[src/rtl/lfsr_pkg.sv]
// Shared constants for the LFSR random source: default maximal-length
// tap masks per width, sample counter width and stream FSM states.
package lfsr_pkg;

    localparam int CNT_W = 16;

    typedef enum logic {
        EMPTY = 1'b0,
        FULL  = 1'b1
    } state_e;

    // Maximal-length XNOR tap masks, bit i set => q[i] feeds back.
    function automatic logic [31:0] lfsr_taps(input int w);
        logic [31:0] t;
        case (w)
            4:       t = 32'h0000_000C;
            5:       t = 32'h0000_0014;
            6:       t = 32'h0000_0030;
            7:       t = 32'h0000_0060;
            8:       t = 32'h0000_00B8;
            9:       t = 32'h0000_0110;
            10:      t = 32'h0000_0240;
            11:      t = 32'h0000_0500;
            12:      t = 32'h0000_0829;
            13:      t = 32'h0000_100D;
            14:      t = 32'h0000_2015;
            15:      t = 32'h0000_6000;
            16:      t = 32'h0000_D008;
            17:      t = 32'h0001_2000;
            18:      t = 32'h0002_0400;
            19:      t = 32'h0004_0023;
            20:      t = 32'h0009_0000;
            21:      t = 32'h0014_0000;
            22:      t = 32'h0030_0000;
            23:      t = 32'h0042_0000;
            24:      t = 32'h00E1_0000;
            25:      t = 32'h0120_0000;
            26:      t = 32'h0200_0023;
            27:      t = 32'h0400_0013;
            28:      t = 32'h0900_0000;
            29:      t = 32'h1400_0000;
            30:      t = 32'h2000_0029;
            31:      t = 32'h4800_0000;
            default: t = 32'h8020_0003;
        endcase
        return t;
    endfunction

endpackage

[src/rtl/lfsr_step.sv]
// Combinational XNOR Fibonacci next-state, NSTEP shifts per call.
// Ports: cur (present state), nxt (state after NSTEP shifts).
module lfsr_step #(
    parameter int               WIDTH = 8,
    parameter logic [WIDTH-1:0] TAPS  = 8'hB8,
    parameter int               NSTEP = 1
) (
    input  logic [WIDTH-1:0] cur,
    output logic [WIDTH-1:0] nxt
);

    logic [WIDTH-1:0] s;

    always_comb begin
        s = cur;
        for (int k = 0; k < NSTEP; k++) begin
            s = {s[WIDTH-2:0], ~^(s & TAPS)};
        end
    end

    assign nxt = s;

endmodule

[src/rtl/lfsr_rng.sv]
// LFSR random word + Bernoulli bit source on a valid/ready stream.
// Ports: clk_i, rst_i (async, active-high), en_i, load_i, seed_i, prob_i,
//   word_o, bit_o, valid_o, ready_i, count_o.
// Macro LFSR_LEAP_EN: advance STEP shifts per sample instead of one.
module lfsr_rng
    import lfsr_pkg::*;
#(
    parameter int               WIDTH = 8,
    parameter logic [WIDTH-1:0] TAPS  = WIDTH'(lfsr_taps(WIDTH)),
    parameter logic [WIDTH-1:0] SEED  = '0,
    parameter int               STEP  = 4
) (
    input  logic             clk_i,
    input  logic             rst_i,
    input  logic             en_i,
    input  logic             load_i,
    input  logic [WIDTH-1:0] seed_i,
    input  logic [WIDTH-1:0] prob_i,
    output logic [WIDTH-1:0] word_o,
    output logic             bit_o,
    output logic             valid_o,
    input  logic             ready_i,
    output logic [CNT_W-1:0] count_o
);

`ifdef LFSR_LEAP_EN
    localparam int NSTEP = STEP;
`else
    // STEP only matters in the leap build.
    localparam int NSTEP = (STEP > 0) ? 1 : 1;
`endif

    state_e           state_q;
    logic [WIDTH-1:0] lfsr_q;
    logic [WIDTH-1:0] lfsr_nxt;
    logic [WIDTH-1:0] word_q;
    logic             bit_q;
    logic [CNT_W-1:0] count_q;
    logic             take;

    lfsr_step #(
        .WIDTH(WIDTH),
        .TAPS (TAPS),
        .NSTEP(NSTEP)
    ) u_step (
        .cur(lfsr_q),
        .nxt(lfsr_nxt)
    );

    assign take = (state_q == FULL) && ready_i;

    always_ff @(posedge clk_i or posedge rst_i) begin
        if (rst_i) begin
            state_q <= EMPTY;
            lfsr_q  <= SEED;
            word_q  <= '0;
            bit_q   <= 1'b0;
            count_q <= '0;
        end else begin
            // A sample seen by the consumer counts even when a reseed
            // happens in the same cycle.
            if (take) begin
                count_q <= count_q + CNT_W'(1);
            end
            if (load_i) begin
                // All-ones would lock the XNOR register up.
                lfsr_q  <= (&seed_i) ? SEED : seed_i;
                state_q <= EMPTY;
            end else begin
                unique case (state_q)
                    EMPTY: begin
                        if (en_i) begin
                            word_q  <= lfsr_q;
                            bit_q   <= (lfsr_q >= prob_i);
                            lfsr_q  <= lfsr_nxt;
                            state_q <= FULL;
                        end
                    end
                    FULL: begin
                        if (ready_i) begin
                            if (en_i) begin
                                word_q <= lfsr_q;
                                bit_q  <= (lfsr_q >= prob_i);
                                lfsr_q <= lfsr_nxt;
                            end else begin
                                state_q <= EMPTY;
                            end
                        end
                    end
                    default: state_q <= EMPTY;
                endcase
            end
        end
    end

    assign word_o  = word_q;
    assign bit_o   = bit_q;
    assign valid_o = (state_q == FULL);
    assign count_o = count_q;

endmodule
[config.mk]
export PLATFORM = sky130hd
export DESIGN_NAME = lfsr_rng
export DESIGN_NICKNAME = d
export VERILOG_FILES = /design/src/rtl/lfsr_pkg.sv /design/src/rtl/lfsr_step.sv /design/src/rtl/lfsr_rng.sv
export SDC_FILE = /design/constraint.sdc
export NUM_CORES = 1
export LEC_CHECK = 0
export CAP_MARGIN = 20
export CELL_PAD_IN_SITES_DETAIL_PLACEMENT = 1
export CELL_PAD_IN_SITES_GLOBAL_PLACEMENT = 1
export CORE_MARGIN = 2
export CORE_UTILIZATION = 37
export CTS_CLUSTER_DIAMETER = 200
export DETAILED_ROUTE_END_ITERATION = 8
export PLACE_DENSITY_LB_ADDON = 0.1
export SYNTH_ARGS = -nofsm -noshare
export SYNTH_HDL_FRONTEND = slang
export SYNTH_SLANG_ARGS = --single-unit
[constraint.sdc]
create_clock -name clk_i -period 1.71 [get_ports clk_i]
set_clock_uncertainty 0.05 [all_clocks]
set_input_delay 0.342 -clock clk_i [delete_from_list [all_inputs] [get_ports clk_i]]
set_output_delay 0.342 -clock clk_i [all_outputs]
set_load 0.005 [all_outputs]
# == Yosys cells after proc, flatten, opt, wreduce, memory -nomap -nowiden ==
# Index checks and enable logic that the tools add are counted.
# op_classes
n_addsub,1
order_cmp,1
eq_ne,2
n_mux,15
n_bitwise,2
n_reduce_logical,4
# ops
op,n
$mux W8,6
$pmux W8 S2,2
$add A16 B1 Y16 const B,1
$ge A8 B8 Y1,1
$reduce_and A8 Y1,1
$reduce_xnor A8 Y1,1
$mux W1,5
$pmux W1 S2,2
$ne A3 B3 Y1 const B,1
$ne A2 B2 Y1 const B,1
$not A1 Y1,2
$reduce_and A2 Y1,1
$logic_and A1 B1 Y1,1
# totals
register_bits,34
input_bits,21
elab_cells,30

# == Logic depth before layout (Yosys ltp) ==
# depth
ltp_word,5
mapped_depth,6
mapped_depth_nobuf,6

# == Modules after synthesis ==
# A second synthesis with hierarchy kept.
# unflattened
hier_cells,160
area_unflattened_um2,1781.7
# by_module_without_submodules
module,instances,cells_per_inst,area_per_inst_um2,seq_area_each_um2
lfsr_rng,1,150,1702.9,850.8
lfsr_step,1,10,78.8,0.0

# == Least setup slack after synthesis ==
# No wires, ideal clock.
# synth_timing
path_kind,flip-flop to flip-flop
startpoint,register state_q (netlist: valid_o)
endpoint,register word_q[0] (netlist: word_o[0])
setup_time_ns,0.125
t_arrival_ns,1.228
t_required_ns,1.535
path_slack_ns,0.308
path_stages_with_launch,4
path_cell_list,dfrtp_1 nor2b_4 nor3_4 mux2_2
# synth_via
elab_chain_cells,2
word_cells_on_any_way,4
# synth_lines
element,line,text
"start, declared",lfsr_rng.sv:33,state_e state_q;
"start signal, assigned",lfsr_rng.sv:54,state_q <= EMPTY;
"start signal, assigned",lfsr_rng.sv:68,state_q <= EMPTY;
"start signal, assigned",lfsr_rng.sv:76,state_q <= FULL;
$ne A2 B2 Y1 (no source line) / $not A1 Y1 (equally long branches),-,
$reduce_and A2 Y1 (no source line) / $pmux W8 S2 (equally long branches),-,
"end signal, assigned",lfsr_rng.sv:73,word_q <= lfsr_q;
"end signal, assigned",lfsr_rng.sv:82,word_q <= lfsr_q;
"end, declared",lfsr_rng.sv:36,logic [WIDTH-1:0] word_q;
# Parallel ways exist; a longest one is shown, timed or not.
# A chain may end at the register's enable or synchronous reset.

# == Worst setup path after layout ==
# layout_timing
startpoint,register count_q[2] (netlist: count_o[2])
endpoint,output count_o[2]
# layout_lines
element,line,text
"start, declared",lfsr_rng.sv:38,logic [CNT_W-1:0] count_q;
"start signal, assigned",lfsr_rng.sv:63,count_q <= count_q + CNT_W'(1);
"end, declared",lfsr_rng.sv:23,output logic [CNT_W-1:0] count_o
# No word-level cell between the ends.

==> impl_metrics.ini <==
[sta]
slew_viol_final = 0
setup_viol = 0
max_slew_margin_pct = 71.36
final.period_utilization_pct = 96.07
period_minus_slack_ps = 1643
holdWs_ps = 402.2
fmax_ghz = 0.6087
rsz0062_at_grt = false
worstMarginPinSlew_ps = 429.5
finalWorstSetupSlack_ps = 67.24
hold_viol = 0

[clock_tree]
clockRootBuffer = clkbuf_8
ctsResizeCount = 0
htreeDepth = 2
cts_tree = done
clock_path_buffers = 2
numCtsBuffers = 5
clk_pin_slew_worst_paths_ps = 70
worstSkewPairLatency_ps = 290
clkSinkCount = 34
ctsHoldBuffers = 0
post-cts-setup-buffer-count = 0

[routing]
ant_nets = 0
routed_via_density = 5.015
dr.pass1.iters = 4
drc_errors = 0
drtIter0Drc = 36
via_count = 1319
wl_um = 4298
wl_per_cell_um = 16.34

[logic_synthesis]
synth.most_common_cell = dfrtp_1
synth_edf_count = 0
synthTopCellsByCount = 34 x dfrtp_1, 15 x nand2_1, 15 x xnor2_1
synth_nets = 180
ys_ff_latch = 34
synthTopCellsByArea = dfrtp_1 50%, xnor2_1 7.7%, ha_1 6.6%, mux2_2 5.9%, mux2i_1 4.1%
synth_flop_cell = dfrtp_1
synth_top_area_share_pct = 49.85
synth_cell_types = 29
synthArstFlopShare_pct = 100.0
synth_area_um2 = 1707
ys_seq_area_share_pct = 49.85
syn_avg_cell_area_um2 = 11.38
synthCells = 150
synth_top_area_cell = dfrtp_1
ys_warn_count = 0

[final_layout]
num-nets-final = 240
final_area_um2 = 2442
multiInputGateArea_um2 = 803.3
num-fill-cells = 465
area_growth_pct = 43.11
diodes = 0
register_area_um2 = 853.3
drive_above_1_share_pct = 16.59

[critical_path]
worst-path-max-fanout = 5
crit_arrival_ps = 1250
path_class = register to output pin
cp_top_family = buffers and inverters
r2r_setup_slack_ps = 220
crit_chain = clkdlybuf4s50_1
worstSetupStartpointType = register
worstReg2RegEnd = lfsr_q[7]
cp.required_ps = 1320
cpPeakStageDelay_ps = 530
crit_slowest_cell = clkdlybuf4s50_1
worst_setup_path_end_kind = output pin
rr_worst_depth = 5
path_buf_inv = 1
rr_startpoint = valid_o

[power_and_ir_drop]
pwr-share-clk_pct = 34.9
power.density_nw_per_um2 = 1071
seqPwrFrac_pct = 40.8
ir_drop_uv = 521.1
p_leak_nw = 1.121
power_switching_uw = 662.8
p_comb_share_pct = 24.3
intPower_mw = 1.953
sw_frac_of_total_pct = 25.34

[floorplanning]
initial_core_util_pct = 38.93
die_h_um = 71.92
core_um2 = 4384
die_area_um2 = 5172
dieWidth_um = 71.92
std_cell_rows = 24
io_pins = 47

[job]
cap_violations = 0

[status]
outcome = finished, final reports clean

[global_routing]
grt_util_all_layers_pct = 18.91
grt_overflow = 0
antenna_found_initial = 0
grt_max_degree = 35
grt_pass1_wl_um = 7438
grt_pass1_vias = 1526

[placed_design]
gp_congestion = 0.7755
dp_hpwl_um = 3270
placement.cell_area_um2 = 2297
port_buffers = 46
pre_cts_slack_ps = -164.7

[min_path]
worstHoldPathType = input pin to async pin
==> kinds of logic (layout without fill, tap and decap cells) <==
| logic type | count (synthesis) | count (layout) | synth area share, % |
|---|---|---|---|
| AOI/OAI and AO/OA | 15 | 15 | 5.132 |
| xor gates and xnor gates | 18 | 18 | 9.238 |
| adders and majority gates | 9 | 9 | 6.598 |
| buffers and inverters | 12 | 73 | 3.079 |
| DFF | 34 | 34 | 49.85 |
| muxes | 16 | 16 | 10.04 |
| and+or+nand+nor | 46 | 46 | 16.05 |
==> cells in the final DEF (no fill, tap or decap), drive strengths merged, types with 3 or more instances in the layout <==
master,Yosys,final
buf,1,9
nand2,16,16
xor2,3,3
and3,3,3
inv,10,10
nand4,7,7
o21ai,8,8
xnor2,15,15
nor3,4,4
clkdlybuf4s50,0,46
nand3,5,5
dfrtp,34,34
nor2,6,6
mux2,9,9
clkbuf,1,6
ha,9,9
mux2i,7,7
==> power by group through the flow <==
| stage | Sequential, mW | Clock (mW) | Combinational, mW |
|---|---|---|---|
| 5_1_grt | 1.09 | 0.983 | 0.700 |
| 3_3_place_gp | 1.07 | 0 | 0.606 |
| 6_report | 1.07 | 0.914 | 0.635 |
| 2_1_floorplan | 1.06 | 0 | 0.277 |
| 3_5_place_dp | 1.08 | 0 | 0.642 |
| 4_1_cts | 1.07 | 0.937 | 0.650 |
==> tightest hold or removal path, stage by stage <==
cell and delay, ps:
clkdlybuf4s50_1 400, inv_1 50, buf_4 370
==> routing by layer <==
metal	vias up	wire length, um	global-route usage, %
met1	645	1904	23.51
met4	0	36	5.031
met2	35	2146	32.00
met5	-	0	0
met3	4	211	5.972
li1	635	-	-
==> through the flow <==
stage	total power [mW]	utilization [%]	TNS [ps]	std cells
2_1_floorplan	1.339	-	0	150
3_3_place_gp	1.675	52.40	-2229	255
3_5_place_dp	1.725	52.40	-3315	255
4_1_cts	2.655	55.65	0	263
5_1_grt	2.772	55.71	0	263
6_report	2.616	55.71	0	263
==> sequential cells by signal (all words and copies together), names as in the netlist <==
name     cells
lfsr_q       8
bit_o        1
count_o     16
valid_o      1
word_o       8
==> final cells by class <==
class	instances	share of cell area, %
multi-input cells	104	32.89
clock buffers	6	3.381
well taps	52	2.664
clock inverters	2	2.459
inverters	10	1.537
flip-flops and latches	34	34.94
repair buffers	55	22.13
==> worst max-delay path by stage <==
stage | startpoint | endpoint | slack (ps) | cells after the start
after floorplan | valid_o | word_o[0] | 310 | 3
after global placement | ready_i | count_o[15] | -130 | 5
after detailed placement | ready_i | count_o[7] | -160 | 5
after CTS | count_o[5] | count_o[5] | 40 | 1
after global routing | count_o[6] | count_o[6] | 20 | 1
final | count_o[2] | count_o[2] | 70 | 1
(Power assumes the default switching activity.)
